**src/rtl/mem_copy_engine.sv**
```systemverilog
// Block-copy initiator driving both ports of a dual-port memory: reads via port A, writes via port B.
// Optional XOR checksum of written words is built when MEM_COPY_CHECKSUM_EN is defined.
module mem_copy_engine #(
  parameter int DATA = 8,
  parameter int ADDR = 4
) (
  input  logic            clk,
  input  logic            rst,
  input  logic            start,
  input  logic [ADDR-1:0] src,
  input  logic [ADDR-1:0] dst,
  input  logic [ADDR:0]   len,
  output logic            busy,
  output logic            done,
  output logic            m_a_wr,
  output logic [ADDR-1:0] m_a_addr,
  output logic [DATA-1:0] m_a_din,
  input  logic [DATA-1:0] m_a_dout,
  output logic            m_b_wr,
  output logic [ADDR-1:0] m_b_addr,
  output logic [DATA-1:0] m_b_din,
  output logic [DATA-1:0] csum
);

  typedef enum logic [1:0] {IDLE, RUN, DRAIN, FIN} state_t;

  localparam logic [ADDR:0] MAX_LEN = {1'b1, {ADDR{1'b0}}};

  state_t        state;
  logic [ADDR:0] len_q;
  logic [ADDR:0] cnt;
  logic [ADDR:0] len_clamped;

  assign len_clamped = (len > MAX_LEN) ? MAX_LEN : len;

  assign m_a_wr  = 1'b0;
  assign m_a_din = '0;
  // Write data is the previous cycle's read, so the write lags the read by one cycle.
  assign m_b_din = m_a_dout;

  always_ff @(posedge clk) begin
    if (rst) begin
      state    <= IDLE;
      busy     <= 1'b0;
      done     <= 1'b0;
      m_b_wr   <= 1'b0;
      m_a_addr <= '0;
      m_b_addr <= '0;
      len_q    <= '0;
      cnt      <= '0;
    end else begin
      done <= 1'b0;
      case (state)
        IDLE: begin
          if (start) begin
            len_q    <= len_clamped;
            m_a_addr <= src;
            m_b_addr <= dst;
            m_b_wr   <= 1'b0;
            cnt      <= {{ADDR{1'b0}}, 1'b1};
            if (len_clamped == '0) begin
              state <= FIN;
              done  <= 1'b1;
            end else begin
              state <= RUN;
              busy  <= 1'b1;
            end
          end
        end
        RUN: begin
          // cnt counts reads presented so far, including the current one.
          m_b_wr <= 1'b1;
          if (m_b_wr) m_b_addr <= m_b_addr + 1'b1;
          if (cnt == len_q) begin
            state <= DRAIN;
          end else begin
            cnt      <= cnt + 1'b1;
            m_a_addr <= m_a_addr + 1'b1;
          end
        end
        DRAIN: begin
          m_b_wr <= 1'b0;
          busy   <= 1'b0;
          done   <= 1'b1;
          state  <= FIN;
        end
        FIN: state <= IDLE;
        default: state <= IDLE;
      endcase
    end
  end

`ifdef MEM_COPY_CHECKSUM_EN
  always_ff @(posedge clk) begin
    if (rst)                        csum <= '0;
    else if (state == IDLE && start) csum <= '0;
    else if (m_b_wr)                csum <= csum ^ m_a_dout;
  end
`else
  assign csum = '0;
`endif

endmodule
```
**config.mk**
```make
export PLATFORM = sky130hd
export DESIGN_NAME = mem_copy_engine
export DESIGN_NICKNAME = d
export VERILOG_FILES = /design/src/rtl/mem_copy_engine.sv
export SDC_FILE = /design/constraint.sdc
export NUM_CORES = 1
export LEC_CHECK = 0
export CAP_MARGIN = 10
export CORE_MARGIN = 2
export CORE_UTILIZATION = 30
export DETAILED_ROUTE_END_ITERATION = 12
export DONT_BUFFER_PORTS = 1
export GPL_ROUTABILITY_DRIVEN = 0
export PLACE_DENSITY = 0.45
export SLEW_MARGIN = 20
export SYNTH_ARGS = -nofsm -noshare
export SYNTH_HDL_FRONTEND = slang
export SYNTH_SLANG_ARGS = --single-unit
```
**constraint.sdc**
```tcl
create_clock -name clk -period 2.7 [get_ports clk]
set_clock_uncertainty 0.2 [all_clocks]
set_input_delay 0.81 -clock clk [delete_from_list [all_inputs] [get_ports clk]]
set_output_delay 0.81 -clock clk [all_outputs]
set_load 0.02 [all_outputs]
```
---- After elaboration in Yosys (flattened, before gate mapping) ----
Cells that the tools add are included.
cells by class
  add/sub/neg operators ................... 3
  reduce and logical (&&, ||, !) cells .... 11
  $lt $le $gt $ge ......................... 1
  equal/unequal tests ..................... 9
  multiplexer cells ....................... 22
operators with widths
  kind                   count
  $mux W4                4
  $pmux W4 S2            2
  $mux W5                3
  $ne A2 B2 Y1 const B   5
  $pmux W5 S2            1
  $reduce_and A3 Y1      3
  $add A4 B1 Y4 const B  2
  $pmux W2 S4            1
  $mux W2                3
  $reduce_and A2 Y1      3
  $add A5 B1 Y5 const B  1
  $eq A5 B5 Y1           1
  $gt A5 B5 Y1 const B   1
  $logic_not A5 Y1       1
  $mux W1                5
  $eq A2 B2 Y1 const B   2
  $pmux W1 S2            2
  $reduce_bool A2 Y1     2
  $pmux W1 S3            1
  $reduce_bool A3 Y1     1
  $eq A2 B1 Y1 const B   1
  $logic_not A2 Y1       1
word-level totals
  output and inout bits ................... 36
  register bits after elaboration ......... 23
  logic and storage cells ................. 54
  input bits .............................. 24

---- Longest topological paths before layout ----
Gate-level depths: netlist of the first run.
  depth after elaboration ................. 6
  mapped depth ............................ 8

---- Least setup slack after synthesis of the first run ----
No wires, ideal clock.
  kind .................................... input port to flip-flop
  start point ............................. input port len[3]
  end point ............................... register busy
  setup time .............................. 86 ps
  cell stages on the path ................. 4
  data arrival time ....................... 1749 ps
  path buffers ............................ 0
  slack ................................... 666 ps
  cell sequence ........................... or4_4 -> o21ai_0 -> nand2_1 -> a211oi_1
on the way
  cells in the longest elaborated chain, start to end .. 5
RTL lines
  what                                  line  source
  from (decl)                           12    input logic [ADDR:0] len,
  $gt A5 B5 Y1                          34    assign len_clamped = (len > MAX_LEN) ? MAX_LEN : len;
  $mux W5 *                             34
  $logic_not A5 Y1 *                    61    if (len_clamped == '0) begin
  $ne A2 B2 Y1 (no source line) *       --
  $reduce_and A3 Y1 (no source line) *  --
  to (signal assigned)                  44    busy <= 1'b0;
  to (signal assigned)                  66    busy <= 1'b1;
  to (signal assigned)                  83    busy <= 1'b0;
  to (decl)                             13    output logic busy,
Mark *: on every way between the ends. The rest lies on a longest branch, timed or not.
A chain may end at the register's enable or synchronous reset.

---- Worst setup path in the final report of the first run ----
  start point ............................. register state[0]
  end point ............................... register cnt[4]
on the way
  cells in the longest elaborated chain, start to end .. 3
  elaborated cells between the ends (all ways) .. 7
  those cells by class .................... eq/ne (3); mux (1); reduce/logical (3)
RTL lines
  what                                                                 line  source
  from (decl)                                                          29    state_t state;
  from (signal assigned)                                               43    state <= IDLE;
  from (signal assigned)                                               62    state <= FIN;
  from (signal assigned)                                               65    state <= RUN;
  $eq A2 B1 Y1 or $logic_not A2 Y1 (tied branches)                     53    case (state)
  $ne A2 B2 Y1 (no source line) or $reduce_bool A2 Y1 (tied branches)  --
  $reduce_and A3 Y1 (no source line)                                   --
  to (signal assigned)                                                 60    cnt <= {{ADDR{1'b0}}, 1'b1};
  to (signal assigned)                                                 77    cnt <= cnt + 1'b1;
  to (decl)                                                            31    logic [ADDR:0] cnt;
Parallel ways exist; a longest one is shown, timed or not.

==> results.yml, run 1 <==
status:
  status: "complete, no violations"
clock_network:
  clockRootBuffer: "clkbuf_8"
  cts_made_buffers: 3
  clkLatencyLatePin_ps: 270
  ctsResizeCount: 0
  tritoncts: "done"
  cts.sinks: 23
  path_clk_slew_ps: 90
  htreeDepth: 1
  ctsHoldBuffers: 0
  postCtsSetupRepairBufs: 0
  clock_path_buffers: 2
worst_setup_path:
  r2r_setup_slack_ps: 560
  cp-end-kind: "register"
  r2r-start: "state[0]"
  crit_fanout: 11
  crit_path_start_kind: "register"
  crit_required_ps: 2710
  path_class: "register to register"
  r2r-end: "cnt[4]"
  cp_slowest_cell: "ha_1"
  crit_arrival_ps: 2140
  path_cells: "inv_1 > ha_1 > mux2_4 > o31ai_2 > buf_4 > or3_1 > a21oi_1"
  reg2reg_depth: 7
  cpPeakStageDelay_ps: 420
synth:
  synth-warning-count: 0
  synth_ff_type: "dfxtp_1"
  yosysTopAreaCellShare_pct: 31.89
  synth_top_cell_by_area: "dfxtp_1"
  ys_seq_area_share_pct: 31.89
  ys_top_cells_by_area: "dfxtp_1 32%, buf_4 14%, a21oi_1 5.9%"
  netlist_instances: 174
  ys_async_sr_fraction_pct: 0
  netlist_area_um2: 1444
  syn_area_per_cell_um2: 8.298
  yosys_register_bits: 23
  ys_types: 43
  synth-edff-count: 0
sta:
  rsz0062_at_grt: "no"
  setup_viol: 0
  fin_tns_setup_ps: 0
  fmax_ghz: 0.4683
  period_needed_ps: 2135
  fin_ws_ps: 564.5
  maxSlewViolCount: 0
  hold_viol: 0
  fin_crit_sh_pct: 79.09
drt:
  wirelength_mm: 3.130
  drtAntennaViolNets: 0
  post_drt_via_cell_ratio: 5.147
  drc: 0
  vias: 1122
  drtPass1Iterations: 4
  drt_iter0_drc: 55
  wl_per_cell_um: 14.36
min_path:
  holdCritPathClass: "register to register"
  whs_path_depth: 2
  hp-start: "len_q[4]"
  whs_endpoint: "len_q[4]"
power_and_ir_drop:
  power_density_nw_per_um2: 1017
  p_sw_w: 0.0006510
  power_frac_seq_pct: 40.6
  swShare_pct: 45.37
  leakage_nw: 0.5266
  pwr-share-clk_pct: 15.3
  power.internal_w: 0.0007838
  pwr-share-comb_pct: 44.0
  ir_drop_mv: 0.4224
finish:
  layout_commonest_cell: "dfxtp_1"
  final_cell_mix: "23 x dfxtp_1, 17 x a21oi_1, 17 x conb_1"
  design_area_um2: 1410
  antenna_cells: 0
  syn_to_final_growth_pct: -2.340
  fillers: 514
  stdcell_count: 218
  fin_nets: 195
  drive_gt1_share_pct: 7.317
grt:
  grt.overflow.total: 0
  globalRouteTotalUtil_pct: 12.34
  grt_max_degree: 23
  grt_pass1_wl_mm: 5.181
  antenna_found_initial: 0
  grt_pass1_vias: 1109
die:
  start_util_pct: 30.77
  die_y_um: 73.38
  num_io_pins: 60
  chipWidth_um: 73.38
  core_area_um2: 4692
  die_area_um2: 5384
  core.rowCount: 25
placed_design:
  numPortBuffers: 0
  hpwl_mm: 2.346
  place_ws_ps: 585.4
  dpl.cell_count: 214
  place_area_um2: 1365
flow_run:
  cap_violations: 0
## cell usage after synthesis (2+ instances only)
cell type,count
a22oi_1,2
buf_1,2
mux2i_1,3
buf_4,26
dfxtp_1,23
a31oi_1,3
a211oi_1,3
nor3b_1,5
nor2_1,12
clkbuf_1,4
xnor2_1,5
a21oi_1,17
inv_1,6
a221oi_1,2
ha_1,6
or3_1,3
nand3_1,6
o21ai_0,8
nor2b_1,2
nand2_1,12
nor3_1,2
## kinds of logic (layout without fill, tap and decap cells)
kind of cell / count (synthesis) / after routing / synth area share, %
adder cells (fa/ha/maj): 6 / 6 / 5.199
flip-flops: 23 / 23 / 31.89
XOR/XNOR: 5 / 5 / 3.033
AO/OA/AOI/OAI: 44 / 44 / 19.15
buffers and inverters: 39 / 13 / 17.42
other: 1 / 17 / 0.2597
AND/OR/NAND/NOR: 51 / 51 / 19.15
multiplexers: 5 / 5 / 3.899
## power by group through the flow
stage               registers (W)  clock network, W  logic, W
floorplan                0.000565                 0  0.000572
global placement         0.000588                 0  0.000610
detailed placement       0.000593                 0  0.000633
CTS                      0.000584          0.000232  0.000636
global route             0.000603          0.000249  0.000714
finish                   0.000583          0.000220  0.000632
## worst max-delay path by stage
stage,slack (ps),start,depth (start not counted),end
6_report,560,state[0],7,cnt[4]
5_1_grt,430,state[0],7,cnt[3]
4_1_cts,570,state[0],7,cnt[4]
3_5_place_dp,590,state[0],7,cnt[4]
3_3_place_gp,630,len[3],4,busy
2_1_floorplan,670,len[3],4,busy
## layer usage
metal,up-vias,part of all wire [%],global-route usage [%]
met5,-,0,0
met4,0,0.70,3.636
met3,4,9.7,4.938
li1,553,-,-
met2,59,44,19.42
met1,506,46,15.53
## worst max-delay path, delay by kind of cell, from the launching register on
kind            cells  cell delay (ps)
buf+inv             2              250
compound gates      2              210
mux                 1              290
fa+ha+maj           1              420
flops               1              340
simple gates        1              350
## final cells by class
cell class / count / area (µm²) / area share [%]
repair buffers: 3 / 22.52 / 1.597
multi-input cells: 128 / 792.0 / 56.17
well taps: 54 / 67.56 / 4.791
inverters: 6 / 22.52 / 1.597
clock buffers: 4 / 45.04 / 3.194
flip-flops and latches: 23 / 460.4 / 32.65
## state kept, by name, indices dropped and copies added, names as in the netlist
signal / cells
done: 1
state: 2
cnt: 5
busy: 1
m_b_wr: 1
m_a_addr: 4
len_q: 5
m_b_addr: 4
## metrics by stage
stage	hold slack [ps]	total power [W]	util (%)
floorplan	249.6	0.001137	-
global placement	255.3	0.001198	29.09
detailed placement	257.8	0.001226	29.09
CTS	270.2	0.001452	30.05
global route	300.3	0.001565	30.05
finish	268.1	0.001435	30.05
(Power assumes the default switching activity.)
==> run 2: changes to the inputs <==
- PLACE_DENSITY: 0.45 -> 0.46
- clock period: 2.7 -> 1.8 ns (I/O delays scaled with it)
==> run 2 against run 1 <==
Compared with the run above:
- utilization grew 5.6 points
- clock power rose by 49%
- sequential power grew 46%
- count of clock-buffer cells in the layout is the same
- largest power group unchanged
- worst hold slack worse by 140 ps
- first-iteration DRC count shrank 49%
- routed wire length up 4.4%
- sequential share of layout area down 4.4 points
- power grew 83%
- via count grew 6.1%
==> results.yml, run 2 (synthesized netlist as in run 1, its figures left out) <==
sta:
  fmax_ghz: 0.5713
  hold_viol: 0
  fin_crit_sh_pct: 97.24
  setup_viol: 0
  timing.hold.ws_ps: 131.7
  fin_ws_ps: 49.66
  period_needed_ps: 1750
  maxSlewViolCount: 0
power_and_ir_drop:
  p_sw_w: 0.001119
  power.internal_w: 0.001505
  power_frac_seq_pct: 32.5
  pwr-share-comb_pct: 55.0
  swShare_pct: 42.65
  pwr-share-clk_pct: 12.5
  ir_drop_mv: 0.6886
  power_w: 0.002624
  leakage_nw: 0.6502
  power_density_nw_per_um2: 1570
clock_network:
  path_clk_slew_ps: 90
  ctsHoldBuffers: 0
  htreeDepth: 1
  clkLatencyLatePin_ps: 260
  tritoncts: "done"
  cts_made_buffers: 3
  clock_path_buffers: 2
  clockRootBuffer: "clkbuf_8"
  cts.sinks: 23
worst_setup_path:
  cp_slowest_cell: "dfxtp_2"
  path_cells: "inv_2 > ha_4 > mux2_4 > buf_6 > buf_4 > and4_1 > nor3_1"
  path_class: "register to register"
  cpPeakStageDelay_ps: 330
  crit_required_ps: 1790
  cp-end-kind: "register"
  crit_path_start_kind: "register"
  crit_arrival_ps: 1740
  crit_fanout: 4
  crit_family: "buffers and inverters"
  worstPathBufferInverterCount: 3
finish:
  seq_area_um2: 473.0
  drive_gt1_share_pct: 27.87
  multiInputGateArea_um2: 875.8
  syn_to_final_growth_pct: 15.77
  stdcell_count: 237
  fin_nets: 214
  antenna_cells: 0
  final_cell_mix: "19 x buf_4, 17 x a21oi_1, 17 x conb_1"
  top_regs: "cnt (5), len_q (5)"
  fillers: 482
  layout_commonest_cell: "buf_4"
die:
  die_area_um2: 5384
  start_util_pct: 30.77
  num_io_pins: 60
  core_area_um2: 4692
  chipWidth_um: 73.38
  core.rowCount: 25
  die_y_um: 73.38
grt:
  grt_pass1_wl_mm: 5.237
  globalRouteTotalUtil_pct: 12.46
  grt_max_degree: 23
  antenna_found_initial: 0
  grt.overflow.total: 0
  grt_pass1_vias: 1164
drt:
  wirelength_mm: 3.269
  drtPass1Iterations: 4
  drtAntennaViolNets: 0
  vias: 1191
  post_drt_via_cell_ratio: 5.025
  drt_iter0_drc: 28
  wl_per_cell_um: 13.79
  drc: 0
min_path:
  holdCritPathClass: "input port to register"
status:
  status: "complete, no violations"
placed_design:
  hpwl_mm: 2.395
  place_ws_ps: -86.17
  numPortBuffers: 0
  dpl.cell_count: 230
flow_run:
  cap_violations: 0
==> run 2: metrics by stage <==
step / setup TNS [ps] / instance area [µm²] / utilization [%]
5_1_grt: -36.97 / 1672 / 35.63
4_1_cts: 0 / 1574 / 33.55
6_report: 0 / 1672 / 35.63
2_1_floorplan: 0 / 1504 / -
3_3_place_gp: -104.2 / 1498 / 31.92
3_5_place_dp: -319.1 / 1498 / 31.92
==> run 2: layout make-up <==
cell class	count	share of cell area (%)
multi-input cells	128	52.40
flip-flops and latches	23	28.29
repair buffers	22	11.08
well taps	54	4.042
clock buffers	4	2.695
inverters	6	1.497
==> run 2: layer usage <==
layer	routed length [µm]	GRT usage [%]	part of all wire, %	vias up
met5	0	0	0	-
met4	38	2.828	1.2	0
met3	282	5.075	8.6	4
li1	-	-	-	594
met2	1464	21.42	45	44
met1	1484	14.49	45	549
==> run 2: worst register-to-register path, cell delays in order (launching register included) <==
cell	delay (ps)
dfxtp_2	330
inv_2	100
ha_4	160
mux2_4	330
buf_6	130
buf_4	130
and4_1	180
nor3_1	110
==> run 2: power groups by stage <==
stage / Sequential [W] / Clock, W / Combinational (W)
3_3_place_gp: 0.000833 / 0 / 0.00119
6_report: 0.000853 / 0.000327 / 0.00144
5_1_grt: 0.000873 / 0.000362 / 0.00160
3_5_place_dp: 0.000839 / 0 / 0.00122
2_1_floorplan: 0.000847 / 0 / 0.000858
4_1_cts: 0.000830 / 0.000342 / 0.00130
==> run 2: worst paths after layout <==
| kind | from | endpoint | slack, ps | cells after the start |
|---|---|---|---|---|
| worst max register to register | state[1] | cnt[0] | 50 | 7 |
| worst min-delay path | rst | cnt[1] | 130 | 1 |
| worst max-delay path | state[1] | cnt[0] | 50 | 7 |
| worst min register to register | len_q[4] | len_q[4] | 260 | 2 |
==> run 2: what timing repair did <==
item | CTS | global route
buffers inserted | 0 | 3
pin swaps | 0 | 12
gates resized for setup | 7 | 22
setup endpoints to repair | 8 | 9
==> run 3: changes to the inputs <==
- PLACE_DENSITY: 0.46 -> 0.42
- RECOVER_POWER: unset -> 50
==> run 3 against run 2 <==
Compared with the run above:
- setup slack improved by 1.4 ps
- combinational power rose by 4%
- sequential share of layout area fell by 0.83 points
- final cell count rose by 1.7%
- maximum frequency barely moved
- count of clock-buffer cells in the layout did not move
- utilization rose by 0.59 points
- design area rose by 1.6%
- sequential power rose by 0.8%
- critical path depth did not move
- flip-flop and latch count did not move
- critical endpoint is now m_a_addr[3]
==> results.yml, run 3 (synthesized netlist as in run 1, its figures left out) <==
die:
  core.rowCount: 25
  core_area_um2: 4692
  chipWidth_um: 73.38
  start_util_pct: 30.77
  die_area_um2: 5384
  die_y_um: 73.38
  num_io_pins: 60
drt:
  wirelength_mm: 3.485
  vias: 1205
  drtPass1Iterations: 4
  drt_iter0_drc: 40
  wl_per_cell_um: 14.46
  post_drt_via_cell_ratio: 5.000
  drc: 0
  drtAntennaViolNets: 0
clock_network:
  ctsHoldBuffers: 0
  cts.sinks: 23
  clock_path_buffers: 2
  cts_made_buffers: 3
  htreeDepth: 1
  clockRootBuffer: "clkbuf_8"
  tritoncts: "done"
  clkLatencyLatePin_ps: 270
  path_clk_slew_ps: 90
sta:
  period_needed_ps: 1749
  fin_crit_sh_pct: 97.16
  maxSlewViolCount: 0
  fmax_ghz: 0.5718
  setup_viol: 0
  rsz0062_at_grt: "yes"
  hold_viol: 0
worst_setup_path:
  crit_fanout: 4
  r2r_setup_slack_ps: 50
  path_class: "register to register"
  crit_arrival_ps: 1710
  crit_path_start_kind: "register"
  cp-end-kind: "register"
  crit_required_ps: 1760
power_and_ir_drop:
  leakage_nw: 0.6613
  power_w: 0.002688
  ir_drop_mv: 0.8638
  power_density_nw_per_um2: 1582
finish:
  drive_gt1_share_pct: 26.74
  antenna_cells: 0
  final_cell_mix: "22 x buf_4, 20 x dfxtp_1, 17 x a21oi_1, 17 x conb_1"
  fin_nets: 218
  layout_commonest_cell: "buf_4"
  top_regs: "cnt (5), len_q (5)"
  stdcell_count: 241
  syn_to_final_growth_pct: 17.68
grt:
  grt_max_degree: 23
  grt_pass1_vias: 1211
  antenna_found_initial: 0
  globalRouteTotalUtil_pct: 13.18
  grt_pass1_wl_mm: 5.582
  grt.overflow.total: 0
placed_design:
  hpwl_mm: 2.478
  dpl.cell_count: 233
  numPortBuffers: 0
status:
  status: "complete, no violations"
min_path:
  holdCritPathClass: "input port to register"
flow_run:
  cap_violations: 0
==> run 3: cell count changes in the layout (fill, tap and decap cells not counted), moves of 2 or more <==
cell,change
dfxtp_1,+5
dfxtp_2,-5
buf_4,+3
nand2_1,+2
nand2_2,-2
==> run 3: final cells by class <==
cell class              instances  area, µm²
clock buffers                   4      45.04
well taps                      54      67.56
flip-flops and latches         23      466.7
multi-input cells             129      884.6
repair buffers                 25      207.7
fillers                       503       2993
inverters                       6      27.53
==> run 3: final timing paths <==
check	startpoint	endpoint	cells after the start
worst max-delay path	state[0]	m_a_addr[3]	7
worst min-delay path	rst	cnt[0]	1
worst max register to register	state[0]	m_a_addr[3]	7
worst min register to register	len_q[4]	len_q[4]	2
==> run 3: timing repair <==
| item | CTS | global route |
|---|---|---|
| setup buffers | 0 | 3 |
| gates resized for setup | 5 | 24 |
| endpoints found under the setup margin | 10 | 18 |
| pin swaps | 0 | 10 |
| cloned | 0 | 1 |
| endpoints found under the hold margin | 0 | 0 |
==> run 3: per-stage QoR <==
stage	area, µm²	utilization (%)	hold WS, ps	TNS [ps]	setup slack [ps]
global placement	1508	32.13	263.2	-231.7	-45.57
global route	1699	36.21	113.4	-38.81	-26.39
CTS	1574	33.55	121.5	0	3.921
floorplan	1504	-	249.6	0	35.56
finish	1699	36.21	126.2	0	51.09
detailed placement	1508	32.13	264.8	-1146	-151.8
==> run 3: power by group <==
part / switching [W] / total, W / internal [W] / leakage [nW]
sequential: 0.000213 / 0.000860 / 0.000647 / 0.190
clock: 0.000172 / 0.000331 / 0.000158 / 0.0228
combinational: 0.000781 / 0.00150 / 0.000716 / 0.449
total: 0.00117 / 0.00269 / 0.00152 / 0.661
==> run 3: critical path, stage by stage, from the launching register on <==
cell and delay [ps]:
dfxtp_4 390, inv_4 40, ha_4 160, mux2_4 350, buf_6 140, nor4b_4 120
a22oi_1 160, a21oi_1 80
==> run 3: routing by layer <==
metal  track usage [%]  vias to the layer above  part of all wire, %
li1                  -                      602                    -
met1             15.87                      564                   42
met2             22.32                       26                   50
met3             2.743                       13                  4.7
met4             6.263                        0                  2.5
met5                 0                        -                    0
==> patch 1 (config.mk and constraints of run 3) <==
The option `MEM_COPY_CHECKSUM_EN` is turned on by a define.
--- a/src/rtl/mem_copy_engine.sv
+++ b/src/rtl/mem_copy_engine.sv
@@ -2,2 +2,4 @@
 // Optional XOR checksum of written words is built when MEM_COPY_CHECKSUM_EN is defined.
+`define MEM_COPY_CHECKSUM_EN
+
 module mem_copy_engine #(
Check against the original RTL: not equivalent (Yosys sat finds a counterexample within 4 cycles, from zero or initial values and one cycle with rst high).
==> patch 1 against run 3 <==
- routed wire length grew 20%
- synthesized cell count increased by 26%
- critical path depth fell by 2
- setup slack improved by 0.0055 ns
- die area is 24% higher
- total power rose by 41%
- synthesized area grew 26%
- utilization increased by 1.5 points
- first-iteration DRC count up 33%
- critical endpoint is now m_a_addr[2]$_SDFFE_PP0P_
- largest cell class unchanged
- count of clock-buffer cells in the layout increased by 2
- via count is 24% higher
- critical path type unchanged
- final area increased by 31%
- sequential cell count rose by 8
==> patch 1: results (changes against run 3) <==
[outcome]
status = completed

[power]
power_frac_comb_pct = 51.5  ; -4.2 points
clkPwrFrac_pct = 19.2  ; +6.9 points
p_clk_w = 0.000729  ; +120%
p_leak_nw = 0.853  ; +29%

[detailed_routing]
wl_met1_um = 1920  ; +29%
drt_iter0_markers = 53  ; +33%
wirelength_um = 4200  ; +20%
wl_met3_um = 249  ; +51%
vias_per_cell = 4.74  ; -5.2%
dr_wl_met2_um = 1980  ; +13%

[layout]
multi_input_area_um2 = 1120  ; +27%
num-nonclk-inverters = 7  ; +1
largestRegisters = csum x8, cnt x5, len_q x5
stdcell_area_um2 = 2220  ; +31%
final-nonclk-buf-share_pct = 10.5  ; -1.7 points
clockBufferCount = 6  ; +2
nonClockBufferCount = 31  ; +24%
instances_no_fill = 314  ; +30%
nets = 269  ; +23%
clock_area_share_pct = 5.30  ; +2.6 points

[synthesis]
yosys.area_share.xor_xnor_pct = 6.75  ; +3.7 points
yosys-top-cells-area = dfxtp_1, buf_4, nor2_1, ha_1, xor2_1
syn_area_per_cell_um2 = 8.30  ; about the same
netlist_top_cells_count = dfxtp_1, nor2_1, a21oi_1, buf_4, nand2_1

[global_routing]
grt_first_pass_wirelength_um = 6730  ; +21%
use_met2_pct = 22.3  ; -0.046 points
grt_pass1_vias = 1453  ; +20%
use_met3_pct = 3.63  ; +0.88 points
grt_use_total_pct = 13.1  ; -0.059 points

[place]
dpl_worst_slack_ns = -0.0709  ; +0.0809 ns
dp_cells = 305  ; +31%

[cts]
numCtsBuffers = 5  ; +2
insertion_delay_ns = 0.29  ; +0.02 ns
htreeDepth = 2  ; +1

[setup_path]
arrival_ns = 1.77  ; +0.06 ns

[die]
taps = 75  ; +39%

==> patch 1: cell count changes after synthesis, sizes merged, moves of 3 or more <==
cell / before / now
xor2: 0 / 10
o21ai: 8 / 12
clkbuf: 4 / 8
nor2: 13 / 27
or2b: 0 / 3
buf: 29 / 19
a31oi: 3 / 7
nand2: 12 / 16
dfxtp: 23 / 31
nor2b: 2 / 5
==> patch 1: path summary, 6_finish.rpt <==
path | end | start | slack [ns] | cells past startpoint
worst max-delay path | m_a_addr[2]$_SDFFE_PP0P_ | cnt[1]$_SDFFE_PP0P_ | 0.06 | 5
worst min-delay path | state[0]$_SDFFE_PP0P_ | rst | 0.11 | 1
worst max register to register | m_a_addr[2]$_SDFFE_PP0P_ | cnt[1]$_SDFFE_PP0P_ | 0.06 | 5
worst min register to register | len_q[4]$_SDFFE_PP0P_ | len_q[4]$_SDFFE_PP0P_ | 0.31 | 2
==> patch 2 (flow settings as in run 3) <==
Made on the original files. Register the output `m_b_din`, cleared by the reset; this adds one clock of latency there. The other outputs are not delayed to match.
--- a/src/rtl/mem_copy_engine.sv
+++ b/src/rtl/mem_copy_engine.sv
@@ -38,3 +38,9 @@
   // Write data is the previous cycle's read, so the write lags the read by one cycle.
-  assign m_b_din = m_a_dout;
+  always_ff @(posedge clk) begin
+    if (rst) begin
+      m_b_din <= '0;
+    end else begin
+      m_b_din <= m_a_dout;
+    end
+  end
 
Formal check against the unedited RTL: not equivalent (Yosys sat finds a counterexample within 4 cycles, from zero or initial values and one cycle with rst high).
==> patch 2 against run 3 <==
- synthesized cell count grew 10%
- synthesized area grew 15%
- final area is 17% higher
- setup slack better by 0.022 ns
- first-iteration DRC count down 13%
- sequential power up 21%
- sequential cell count is 8 higher
- cell count rose by 18%
- non-clock buffer count is 5 lower
- die area increased by 14%
- total power increased by 21%
- clock power grew 110%
- routed wire length grew 5.8%
- largest cell class unchanged
==> patch 2: results (changes against run 3) <==
[outcome]
status = completed

[cts]
htreeDepth = 2  ; +1

[synthesis]
synthAdderAreaFrac_pct = 4.52  ; -0.68 points
yosys-mux-area-fraction_pct = 3.77  ; -0.13 points
yosys-top-cells-area = dfxtp_1, buf_4, a21oi_1, ha_1, nor2b_1
yosys.area_share.xor_xnor_pct = 3.69  ; +0.66 points
yosysSeqAreaShare_pct = 37.4  ; +5.5 points
netlist_top_cells_count = dfxtp_1, a21oi_1, buf_4, nor2_1, nand2_1
synth-compound-area-share_pct = 16.6  ; -2.6 points

[power]
ir_drop_v = 0.000476  ; -45%
p_leak_nw = 0.795  ; +20%
p_int_w = 0.00200  ; +31%

[layout]
nets = 241  ; +11%
instances_no_fill = 284  ; +18%
drive_above_1_share_pct = 25.0  ; -1.7 points
largestRegisters = m_b_din x8, cnt x5, len_q x5

[global_routing]
use_met1_pct = 15.0  ; -0.83 points
grt_use_total_pct = 12.3  ; -0.87 points
use_met2_pct = 20.0  ; -2.3 points
grt_pass1_vias = 1253  ; +3.5%
grt_first_pass_wirelength_um = 5910  ; +5.8%

[sta]
hold-worst-slack_ns = 0.122  ; -0.00420 ns

[hold_path]
hold_end = state[1]$_SDFFE_PP0P_

[setup_path]
arrival_ns = 1.69  ; -0.02 ns

[place]
place_area_um2 = 1800  ; +20%

-- patch 2: cell count changes after synthesis, moves of 4 or more --
cell     delta
inv_1       -4
dfxtp_1     +8
nor2b_1     +9
buf_4       -8
nor2_1      +6
o21ai_0     -4
-- patch 2: worst max-delay path, delay by kind of cell, from the launching register on --
kind | cells | cell delay (ns)
multiplexers | 1 | 0.30
flip-flops | 1 | 0.32
AO/OA/AOI/OAI | 3 | 0.33
buffers and inverters | 1 | 0.13
adder cells (fa/ha/maj) | 1 | 0.17
AND/OR/NAND/NOR | 1 | 0.15
-- patch 2: cells by family (layout without fill, tap and decap cells) --
group           Yosys count  count (layout)
compound gates           43              43
fa+ha+maj                 6               6
buf+inv                  27              31
flops                    31              31
mux                       6               6
other cells               1              17
xor+xnor                  7               7
simple gates             71              71
-- patch 2: cell type report --
cell class,count,area (µm²)
Timing Repair Buffer,20,148
Inverter,3,13.8
Multi-Input combinational cell,150,995
Sequential cell,31,627
Tap cell,72,90.1
Clock buffer,6,82.6
Fill cell,596,3450
Clock inverter,2,35.0
-- patch 2: power by group through the flow --
stage	Clock, W	Sequential, W	Combinational, W
final	0.000705	0.00104	0.00151
after global routing	0.000757	0.00107	0.00168
after CTS	0.000738	0.00103	0.00147
after detailed placement	0	0.00105	0.00141
after global placement	0	0.00104	0.00137
after floorplan	0	0.00106	0.000971
-- patch 2: repair_timing --
action / 4_1_cts / 5_1_grt
pin swaps: 0 / 3
buffers inserted: 0 / 1
gates resized for setup: 4 / 11
setup endpoints to repair: 8 / 10
hold buffers: 0 / 0
-- patch 2: metal layers --
| layer | vias up | part of all wire [%] |
|---|---|---|
| met4 | 0 | 1.2 |
| met1 | 608 | 46 |
| met2 | 32 | 47 |
| li1 | 665 | - |
| met3 | 6 | 5.5 |
| met5 | - | 0 |
